--- config.mk ---
export PLATFORM = sky130hd
export DESIGN_NAME = fmap_writer
export DESIGN_NICKNAME = d
export VERILOG_FILES = /design/src/rtl/fmap_writer.sv
export SDC_FILE = /design/constraint.sdc
export NUM_CORES = 1
export LEC_CHECK = 0
export BUFFER_PORTS_ARGS = -buffer_cell sky130_fd_sc_hd__clkbuf_2
export CAP_MARGIN = 30
export CORE_AREA = 2 2 197 199
export DETAILED_ROUTE_END_ITERATION = 10
export DIE_AREA = 0 0 199 201
export PLACE_DENSITY = 0.79
export RECOVER_POWER = 100
export SYNTH_ARGS = -nofsm -noshare
export SYNTH_HDL_FRONTEND = slang
export SYNTH_SLANG_ARGS = --single-unit
--- constraint.sdc ---
create_clock -name clk -period 6 [get_ports clk]
set_input_delay 0.9 -clock clk [delete_from_list [all_inputs] [get_ports clk]]
set_output_delay 0.9 -clock clk [all_outputs]
set_load 0.02 [all_outputs]
--- src/rtl/fmap_writer.sv ---
// fmap_writer: write-back end of a layer.
// Buffers each incoming per-pixel vector in a small FIFO and serialises it
// lane by lane into a single-port feature-map SRAM using a planar layout
// (plane-major, then row, then column).
//
// Ports:
//   clk, rst      clock (rising edge), asynchronous active-high reset
//   go            one-cycle frame start pulse (ignored unless idle)
//   in_en/in_data input vector stream, channel 0 in the MSB lane
//   mem_gnt       memory accepts the current write
//   mem_wen/mem_addr/mem_wdata  registered write request
//   busy, done    frame in progress / one-cycle frame-complete pulse
//   overflow      sticky: a vector was dropped on a full FIFO
//   stray         sticky: in_en seen while idle
//   fifo_level    current FIFO occupancy
module fmap_writer #(
  parameter int unsigned CHANNELS   = 6,
  parameter int unsigned DATA_W     = 16,
  parameter int unsigned OUT_WIDTH  = 28,
  parameter int unsigned OUT_HEIGHT = 28,
  parameter int unsigned ADDR_W     = 16,
  parameter int unsigned BASE_ADDR  = 0,
  parameter int unsigned FIFO_DEPTH = 4
) (
  input  logic                         clk,
  input  logic                         rst,
  input  logic                         go,
  input  logic                         in_en,
  input  logic [CHANNELS*DATA_W-1:0]   in_data,
  input  logic                         mem_gnt,
  output logic                         mem_wen,
  output logic [ADDR_W-1:0]            mem_addr,
  output logic [DATA_W-1:0]            mem_wdata,
  output logic                         busy,
  output logic                         done,
  output logic                         overflow,
  output logic                         stray,
  output logic [$clog2(FIFO_DEPTH):0]  fifo_level
);

  localparam int unsigned VEC_W = CHANNELS * DATA_W;
  localparam int unsigned PTR_W = $clog2(FIFO_DEPTH);
  localparam int unsigned LVL_W = $clog2(FIFO_DEPTH) + 1;
  localparam int unsigned CH_W  = (CHANNELS   > 1) ? $clog2(CHANNELS)   : 1;
  localparam int unsigned COL_W = (OUT_WIDTH  > 1) ? $clog2(OUT_WIDTH)  : 1;
  localparam int unsigned ROW_W = (OUT_HEIGHT > 1) ? $clog2(OUT_HEIGHT) : 1;

  localparam logic [ADDR_W-1:0] PLANE_SZ = ADDR_W'(OUT_WIDTH * OUT_HEIGHT);
  localparam logic [ADDR_W-1:0] BASE_A   = ADDR_W'(BASE_ADDR);

  typedef enum logic [1:0] {
    S_IDLE,
    S_RUN,
    S_DONE
  } state_t;

  state_t state, state_nxt;

  logic [VEC_W-1:0]  fifo_mem [FIFO_DEPTH];
  logic [VEC_W-1:0]  fifo_head;
  logic [PTR_W-1:0]  wr_ptr, rd_ptr;
  logic [LVL_W-1:0]  level;

  logic [VEC_W-1:0]  shadow;
  logic [CH_W-1:0]   ch;
  logic [COL_W-1:0]  col;
  logic [ROW_W-1:0]  row;
  logic [ADDR_W-1:0] pix_addr;
  logic [DATA_W-1:0] lane_nxt;

  logic start, accept, last_lane, last_col, last_pix, pixel_done, frame_end;
  logic ser_free, fifo_empty, fifo_full, pop, push_req, push, drop;

  assign fifo_level = level;
  assign fifo_head  = fifo_mem[rd_ptr];

  assign start      = (state == S_IDLE) && go;
  assign accept     = mem_wen && mem_gnt;
  assign last_lane  = (ch  == CH_W'(CHANNELS - 1));
  assign last_col   = (col == COL_W'(OUT_WIDTH - 1));
  assign last_pix   = last_col && (row == ROW_W'(OUT_HEIGHT - 1));
  assign pixel_done = accept && last_lane;
  assign frame_end  = pixel_done && last_pix;

  // Serializer can take a new vector when empty, or in the same cycle its
  // last lane is accepted (unless that lane ends the frame).
  assign ser_free   = !mem_wen || (pixel_done && !last_pix);
  assign fifo_empty = (level == '0);
  assign fifo_full  = (level == LVL_W'(FIFO_DEPTH));
  assign pop        = (state == S_RUN) && ser_free && !fifo_empty;
  assign push_req   = in_en && (state != S_IDLE);
  assign push       = push_req && (!fifo_full || pop);
  assign drop       = push_req && fifo_full && !pop;

  always_comb begin
    lane_nxt = '0;
    for (int unsigned i = 0; i < CHANNELS; i++) begin
      if (CH_W'(i) == ch + CH_W'(1))
        lane_nxt = shadow[(CHANNELS-1-i)*DATA_W +: DATA_W];
    end
  end

  always_ff @(posedge clk or posedge rst) begin
    if (rst) state <= S_IDLE;
    else     state <= state_nxt;
  end

  always_comb begin
    state_nxt = state;
    busy      = 1'b0;
    done      = 1'b0;
    case (state)
      S_IDLE: if (go) state_nxt = S_RUN;
      S_RUN: begin
        busy = 1'b1;
        if (frame_end) state_nxt = S_DONE;
      end
      S_DONE: begin
        busy      = 1'b1;
        done      = 1'b1;
        state_nxt = S_IDLE;
      end
      default: state_nxt = S_IDLE;
    endcase
  end

  always_ff @(posedge clk) begin
    if (push) fifo_mem[wr_ptr] <= in_data;
  end

  // Addresses are kept incrementally: pix_addr tracks BASE + row*W + col,
  // and each further lane adds one plane size to the current address.
  always_ff @(posedge clk or posedge rst) begin
    if (rst) begin
      wr_ptr    <= '0;
      rd_ptr    <= '0;
      level     <= '0;
      overflow  <= 1'b0;
      stray     <= 1'b0;
      shadow    <= '0;
      ch        <= '0;
      col       <= '0;
      row       <= '0;
      pix_addr  <= '0;
      mem_wen   <= 1'b0;
      mem_addr  <= '0;
      mem_wdata <= '0;
    end else if (start) begin
      wr_ptr   <= '0;
      rd_ptr   <= '0;
      level    <= '0;
      overflow <= 1'b0;
      stray    <= 1'b0;
      ch       <= '0;
      col      <= '0;
      row      <= '0;
      pix_addr <= BASE_A;
      mem_wen  <= 1'b0;
    end else begin
      if (in_en && (state == S_IDLE)) stray <= 1'b1;
      if (drop) overflow <= 1'b1;
      if (push) wr_ptr <= wr_ptr + PTR_W'(1);
      if (pop)  rd_ptr <= rd_ptr + PTR_W'(1);
      level <= level + LVL_W'(push) - LVL_W'(pop);

      if (pixel_done) begin
        if (last_pix) begin
          col      <= '0;
          row      <= '0;
          pix_addr <= BASE_A;
        end else begin
          pix_addr <= pix_addr + ADDR_W'(1);
          if (last_col) begin
            col <= '0;
            row <= row + ROW_W'(1);
          end else begin
            col <= col + COL_W'(1);
          end
        end
      end

      if (pop) begin
        shadow    <= fifo_head;
        ch        <= '0;
        mem_wen   <= 1'b1;
        mem_wdata <= fifo_head[VEC_W-1 -: DATA_W];
        mem_addr  <= pixel_done ? pix_addr + ADDR_W'(1) : pix_addr;
      end else if (accept) begin
        if (last_lane) begin
          mem_wen <= 1'b0;
          ch      <= '0;
        end else begin
          ch        <= ch + CH_W'(1);
          mem_addr  <= mem_addr + PLANE_SZ;
          mem_wdata <= lane_nxt;
        end
      end
    end
  end

endmodule
Word level (Yosys, flattened, before mapping):

Memory sizes are Yosys's and may differ from the RTL's.
Index checks and enable logic that the tools add are counted.

* register bits after elaboration: 169
* RAM bits: 384
* output and inout bits: 40
* memories kept: 1

* $add $sub $neg: 9
* eq/ne operators: 14
* multiplexer cells: 48
* bitwise logic cells: 1
* reductions and logical operators: 39

Memory list
* fifo_mem: depth 4, bits a word 96, read ports 1, clocked after Yosys merged registers in 0, write ports 1, RTL line 59 `logic [VEC_W-1:0] fifo_mem [FIFO_DEPTH];`

Operators by type and width (count)
* 2-to-1 mux 16 bit: 16
* 2-to-1 mux 5 bit: 8
* adder 16 x 1 -> 16 bit, second input constant: 1
* adder 16 x 10 -> 16 bit, second input constant: 1
* 2-to-1 mux 3 bit: 5
* nonzero test 2 bit: 7
* logical AND 1 bit: 13
* 2-to-1 mux 1 bit: 12
* 2-to-1 mux 2 bit: 6
* adder 5 x 1 -> 5 bit, second input constant: 2
* equality test 5 bit, second input constant: 2
* nonzero test 3 bit: 3
* AND reduction 2 bit: 4
* equality test 2 x 3 -> 1 bit, first input constant: 2
* equality test 3 bit, first input constant: 2
* equality test 3 bit, second input constant: 2
* logical NOT 3 bit: 2
* logical NOT 1 bit: 5
* adder 2 x 1 -> 2 bit, second input constant: 2
* != test 2 bit, second input constant: 2
* case mux 2 bit (2 select lines): 1
* adder 3 x 1 -> 3 bit: 1
* adder 3 x 1 -> 3 bit, second input constant: 1
* equality test 1 x 3 -> 1 bit, first input constant: 1
* other kinds (9): 10

Longest topological paths before layout:

Gate-level depths: netlist (run 1).

* depth in word-level cells: 12
* mapped depth: 15
* gate-level depth less buffers: 14

Worst setup path after synthesis (run 1):

Ideal clock, no wire load.

* path type: input port to flip-flop
* start point: input port mem_gnt
* end point: memory fifo_mem[0][0] (netlist bit) (enable)
* library setup time: 0.466 ns
* data arrival time: 4.048 ns
* slack: 1.487 ns
* cell stages on the path: 5
* path buffers: 0
* cells stage by stage: nand3_2 -> a211oi_4 -> o21ai_1 -> a31oi_1 -> and2_1

* cells in the longest elaborated chain, start to end: 10

RTL lines
* start, declared: RTL line 30 `input logic mem_gnt,`
* logical AND 1 bit: RTL line 78 `assign accept = mem_wen && mem_gnt;`
* logical AND 1 bit: RTL line 82 `assign pixel_done = accept && last_lane;`
* logical AND 1 bit: RTL line 87 `assign ser_free = !mem_wen || (pixel_done && !last_pix);`
* logical OR 1 bit: RTL line 87
* logical AND 1 bit (2 in series): RTL line 90 `assign pop = (state == S_RUN) && ser_free && !fifo_empty;`
* logical OR 1 bit: RTL line 92 `assign push = push_req && (!fifo_full || pop);`
* logical AND 1 bit: RTL line 92
* 2-to-1 mux 1 bit: RTL line 128 `if (push) fifo_mem[wr_ptr] <= in_data;`
* 2-to-1 mux 1 bit (not written as such): RTL line 128
* end, declared: RTL line 59

No other way between the ends.

Worst setup path in the final report (run 1):

* start point: register ch[2]
* end point: memory fifo_mem[1][49] (netlist bit) (enable)

* cells in the longest elaborated chain, start to end: 10

RTL lines
* start, declared: RTL line 65 `logic [CH_W-1:0] ch;`
* start signal, assigned: RTL line 193 `ch <= ch + CH_W'(1);`
* equality test 3 bit: RTL line 79 `assign last_lane = (ch == CH_W'(CHANNELS - 1));`
* logical AND 1 bit: RTL line 82
* logical AND 1 bit: RTL line 87
* logical OR 1 bit: RTL line 87
* logical AND 1 bit (2 in series): RTL line 90
* logical OR 1 bit: RTL line 92
* logical AND 1 bit: RTL line 92
* 2-to-1 mux 1 bit: RTL line 128
* 2-to-1 mux 1 bit (not written as such): RTL line 128

No other way between the ends.

==> impl_metrics.toml, run 1 <==
[outcome]
status = "complete, but fails checks"
violations = "capacitance limit, slew limit"

[global_route]
grt_pass1_wl_um = 74800
antenna_found_initial = 1
overflow = 0
grt_max_degree = 81
grt_pass1_vias = 12701
grt_usage = 0.252

[floorplan]
io_pins = 141
rows = 72
start_util = 0.587
die_w_um = 199
core-area_um2 = 38100
die_y_um = 201
dieArea_um2 = 40000

[final_layout]
drive_gt1_frac = 0.201
nets = 1574
final_util = 0.657
area_growth_pct = 12.0

[logic_synthesis]
ys.flop_type = "edfxtp_1"
yosysTopAreaCellShare = 0.516
yosys-top-cells-count = "edfxtp_1, dfrtp_1, mux2_2"
ys_ff_latch = 553
synthDistinctLibCells = 65
yosysSeqAreaShare = 0.705
yosysTopAreaCell = "edfxtp_1"
synth_area_per_cell_um2 = 17.0
syn_nets = 1431
synth_edf_count = 384
syn_area_um2 = 22400
yosysMostFrequentCell = "edfxtp_1"
synth_area_leaders = "edfxtp_1, dfrtp_1, mux4_2"
ys_warn_count = 0
syn-instance-count = 1315
synth-async-reset-ratio = 0.306

[critical_path]
start_kind = "flip-flop"
timing.rr.end = "fifo_mem[1][49]$_DFFE_PP_"
worstPathMaxFanout = 36
r2r_start = "ch[2]$_DFFE_PP0P_"
required_ns = 6.20
rr_worst_depth = 6
endpoint_kind = "flip-flop"
arrival_ns = 4.92
critPathKind = "flip-flop to flip-flop"
r2r_setup_slack_ns = 1.28

[timing]
period_minus_slack_ns = 4.72
fin_tns_setup_ns = 0
maxSlewHeadroom = -1.66
slew_violations = 161
clock_skew_ns = 0.0172
fin_crit_sh = 0.786
rsz0062_at_grt = "no"
setup_violations = 0
finalHoldViolCount = 0
max_freq_ghz = 0.212
worstMarginPinSlew_ns = 3.96

[flow_run]
maxCapViolations = 4

[placement]
io_buffers = 140
place_congestion = 0.892
hpwl_um = 30200

[power]
power.static_leakage_nw = 8.64
powerDensity_nw_per_um2 = 477
vdd_drop_max_v = 0.000259

[clocking]
clock_latency_ns = 0.59
cts_sinks = 553
clkSlewWorstSetupHoldPaths_ns = 0.06
cts_resized = 0
cts_setup_buffers = 0
hold_buffers = 0
cts_tree = "yes"
cts_buffers = 53
cts_root_buf = "clkbuf_16"
htree_levels = 2
clock_path_buffers = 3

[drt]
wire_per_inst_um = 24.2
wirelength_um = 48900
first_pass_iters = 6
drt_iter0_drc = 1130
avgViaCountPerCell = 6.16
drc = 0
via_count = 12449
postRouteAntennaNets = 0

[hold_path]
min-delay-start = "shadow[93]$_DFFE_PP0P_"
hold_depth = 1
hold_path.class = "flip-flop to flip-flop"
worstHoldEndpoint = "shadow[93]$_DFFE_PP0P_"
[area by class of cell]
| class | count | area, um^2 |
|---|---|---|
| multi-input cells | 666 | 6140 |
| diodes | 2 | 5.00 |
| fillers | 2554 | 13100 |
| clock buffers | 82 | 1530 |
| flip-flops and latches | 553 | 15800 |
| repair buffers | 161 | 703 |
| well taps | 518 | 648 |
| inverters | 23 | 87.6 |
| clock inverters | 15 | 160 |
[cells by family (layout without fill, tap and decap cells)]
logic type / Yosys count / after routing / share of synthesized area
flip-flops: 553 / 553 / 0.705
other: 0 / 2 / 0
buffers and inverters: 96 / 281 / 0.0192
XOR/XNOR: 20 / 20 / 0.00784
multiplexers: 221 / 221 / 0.158
AND/OR/NAND/NOR: 237 / 237 / 0.0518
adder cells (fa/ha/maj): 15 / 15 / 0.00873
AO/OA/AOI/OAI: 173 / 173 / 0.0493
[worst max path at each step]
stage	startpoint	to	slack, ns	cells past startpoint
floorplan	rst	ch[0]$_DFFE_PP0P_	0.52	1
global placement	mem_gnt	fifo_mem[3][54]$_DFFE_PP_	2.20	7
detailed placement	ch[2]$_DFFE_PP0P_	fifo_mem[2][71]$_DFFE_PP_	2.09	6
CTS	ch[2]$_DFFE_PP0P_	fifo_mem[3][67]$_DFFE_PP_	2.03	6
global route	ch[2]$_DFFE_PP0P_	mem_addr[13]$_DFFE_PP0P_	0.93	6
finish	ch[2]$_DFFE_PP0P_	fifo_mem[1][49]$_DFFE_PP_	1.28	6
[sequential cells by signal (all words and copies together) (netlist names)]
register    cells
ch              3
col             5
fifo_level      3
fifo_mem      384
mem_addr       16
mem_wdata      16
mem_wen         1
overflow        1
pix_addr       16
rd_ptr          2
row             5
shadow         96
state           2
stray           1
wr_ptr          2
[critical path, cell delays in order, from the launching register on]
cell and delay (ns):
dfrtp_1 0.89, nand2b_1 0.33, a211oi_1 0.95, o21ai_0 0.25, a31oi_1 0.43, and2_4 0.59
clkbuf_2 0.81
[per-layer routing]
layer,up-vias,track usage,part of all wire,routed length [um]
li1,5425,-,-,-
met1,6347,0.346,0.39,19200
met2,557,0.410,0.50,24600
met3,120,0.0358,0.066,3250
met4,0,0.102,0.036,1780
met5,-,0,0,0
[through the flow]
stage	setup slack [ns]	area, um^2	power (mW)	hold WS (ns)	cells
floorplan	0.525	22400	7.78	0.472	1315
global placement	2.20	23600	8.67	0.482	1919
detailed placement	2.09	23600	8.83	0.492	1921
CTS	2.03	25300	12.1	0.477	2018
global route	0.931	25000	12.5	0.524	2019
finish	1.28	25000	12.0	0.508	2020
[cells in the final DEF (no fill, tap or decap), types with 5 or more instances in the layout]
cell,instances
edfxtp_1,384
dfrtp_1,166
clkbuf_1,159
mux2_2,97
mux4_2,96
nor2_1,82
nand2_1,61
a21oi_1,55
clkbuf_16,54
o21ai_0,31
mux2i_1,28
a211oi_1,20
inv_1,20
nand3_1,18
a31oi_1,18
or3_1,17
o22ai_1,15
ha_1,14
buf_4,13
nand4_1,11
xnor2_1,11
xor2_1,9
nor4_1,9
a22oi_1,8
clkbuf_2,8
clkinv_2,7
clkbuf_8,7
and3_1,5
nor3_1,5
clkinv_1,5
[report_power, final]
group / internal [mW] / switching [mW] / total [mW] / leakage, nW
clock: 1.87 / 1.36 / 3.23 / 0.822
combinational: 1.42 / 1.73 / 3.14 / 2.26
sequential: 4.99 / 0.586 / 5.58 / 5.56
(Power assumes the default switching activity.)
==> inputs of run 2 (changes only) <==
==> constraint.sdc (replaced) <==
create_clock -name clk -period 4.8 [get_ports clk]
set_input_delay 0.72 -clock clk [delete_from_list [all_inputs] [get_ports clk]]
set_output_delay 0.72 -clock clk [all_outputs]
set_load 0.02 [all_outputs]
==> run 2 against run 1 <==
Net effect:
- the run still ends with capacitance limit, slew limit left
- clock power is 27% higher
- clock skew about the same
- die area unchanged
- setup slack got worse by 0.69 ns
- via count shrank 0.31%
- global-route usage increased by 0.17 points
- non-clock buffer count rose by 5
- register-to-register slack got worse by 0.69 ns
- utilization up 0.40 points
- power increased by 26%
- sequential power up 24%
- wire length down 0.46%
- largest power group unchanged
- highest routed layer is now met5
==> impl_metrics.toml, run 2 (synthesis results as in run 1) <==
[outcome]
status = "complete, but fails checks"
violations = "capacitance limit, slew limit"

[power]
power.static_leakage_nw = 8.72
internal_power_mw = 10.4
p_sw_frac = 0.310
seqPwrFrac = 0.461
pwr-share-clk = 0.273
vdd_drop_max_v = 0.000337
p_sw_mw = 4.65
powerDensity_nw_per_um2 = 597
combinationalPowerShare = 0.266
p_total_mw = 15.0

[critical_path]
rr_worst_depth = 6
worstPathMaxFanout = 40
crit_buf_inv = 2
cp.depth = 6
critPathKind = "flip-flop to flip-flop"
slowest_stage = "a211oi_2"
start_kind = "flip-flop"
r2r_setup_slack_ns = 0.60
crit_family = "compound AO/OA/AOI/OAI gates"
path_cells = "clkbuf_1 -> and2b_1 -> o211ai_2 -> a211oi_2 -> buf_4 -> mux2_2"
arrival_ns = 4.68
crit_end = "shadow[83]$_DFFE_PP0P_"
critPathLaunch = "ch[1]$_DFFE_PP0P_"
slowest_delay_ns = 1.22
required_ns = 5.28
timing.rr.end = "shadow[83]$_DFFE_PP0P_"
endpoint_kind = "flip-flop"
r2r_start = "ch[1]$_DFFE_PP0P_"

[clocking]
clock_latency_ns = 0.61
htree_levels = 2
cts_setup_buffers = 0
clkSlewWorstSetupHoldPaths_ns = 0.06
cts_resized = 0
cts_buffers = 54
cts_sinks = 553
hold_buffers = 0
cts_root_buf = "clkbuf_16"
clock_path_buffers = 3
cts_tree = "yes"

[timing]
clock_skew_ns = 0.0169
rsz0062_at_grt = "no"
layout_setup_ws_ns = 0.598
finalHoldViolCount = 0
maxSlewHeadroom = -0.619
max_freq_ghz = 0.238
fin_crit_sh = 0.875
fin_tns_setup_ns = 0
period_minus_slack_ns = 4.20
slew_violations = 308
setup_violations = 0
worstMarginPinSlew_ns = 2.43

[final_layout]
layout.cells.non_filler = 2028
area_growth_pct = 12.7
top_register = "fifo_mem"
final_util = 0.661
reg_top3 = "fifo_mem (384), shadow (96)"
layout_common_cells = "edfxtp_1, dfrtp_1, clkbuf_1"
layout_commonest_cell = "edfxtp_1"
nets = 1580
fill_cells = 2605
largest_reg_flops = 384
drive_gt1_frac = 0.205

[floorplan]
core-area_um2 = 38100
io_pins = 141
start_util = 0.587
rows = 72
dieArea_um2 = 40000
die_w_um = 199
die_y_um = 201

[drt]
met3_length_um = 3170
wirelength_met1_um = 19200
avgViaCountPerCell = 6.12
wire_per_inst_um = 24.0
drt_iter0_drc = 1166
first_pass_iters = 5
via_count = 12411
top_layer = "met5"
wl_met2_um = 24500
postRouteAntennaNets = 0
wirelength_um = 48600
drc = 0

[hold_path]
hold_path.class = "primary input to flip-flop"

[global_route]
overflow = 0
grt_max_degree = 170
antenna_found_initial = 2
grt_pass1_vias = 12610
grt_pass1_wl_um = 75600
grt_usage = 0.253

[placement]
dp_slack_ns = 1.20
hpwl_um = 29900
io_buffers = 140
place_inst = 1926
place_congestion = 0.894

[flow_run]
maxCapViolations = 3
## run 2: cell count changes in the layout (fill, tap and decap cells not counted), sizes merged
cell	previous run	this run
buf	15	14
bufinv	3	4
clkbuf	228	223
clkinv	13	23
clkinvlp	2	4
diode	2	1
inv	20	22
## run 2: area by class of cell
class | instances | area, um^2 | share of cell area
antenna | 1 | 2.50 | 0.0000993
timing repair buffer | 166 | 763 | 0.0303
clock inverter | 30 | 294 | 0.0117
inverter | 23 | 90.1 | 0.00358
sequential | 553 | 15800 | 0.626
multi-input combinational | 666 | 6190 | 0.246
tap | 518 | 648 | 0.0257
clock buffer | 71 | 1440 | 0.0570
## run 2: power groups by stage
stage | registers [mW] | clock network, mW | logic [mW]
after floorplan | 6.87 | 0 | 2.86
final | 6.92 | 4.11 | 4.00
after CTS | 6.91 | 4.18 | 4.10
after detailed placement | 6.98 | 0 | 4.05
after global placement | 6.92 | 0 | 3.96
after global routing | 7.03 | 4.37 | 4.34
## run 2: how the worst min path moves through the flow
stage / cells past startpoint / start / end
2_1_floorplan: 1 / pix_addr[12]$_DFFE_PP0P_ / pix_addr[12]$_DFFE_PP0P_
3_3_place_gp: 1 / shadow[91]$_DFFE_PP0P_ / shadow[91]$_DFFE_PP0P_
3_5_place_dp: 2 / stray$_DFFE_PP0P_ / stray$_DFFE_PP0P_
4_1_cts: 1 / in_data[6] / fifo_mem[3][6]$_DFFE_PP_
5_1_grt: 1 / in_data[34] / fifo_mem[3][34]$_DFFE_PP_
6_report: 1 / in_data[6] / fifo_mem[3][6]$_DFFE_PP_
## run 2: layer usage
metal  vias to the layer above  track usage
met5                         -            0
li1                       5447            -
met2                       493        0.413
met3                       104       0.0425
met1                      6365        0.347
met4                         2       0.0954
## run 2: stage by stage
step	instance area (um^2)	hold WS (ns)
after floorplan	22400	0.472
after global placement	23700	0.490
after detailed placement	23700	0.494
after CTS	25400	0.295
after global routing	25200	0.364
final	25200	0.364
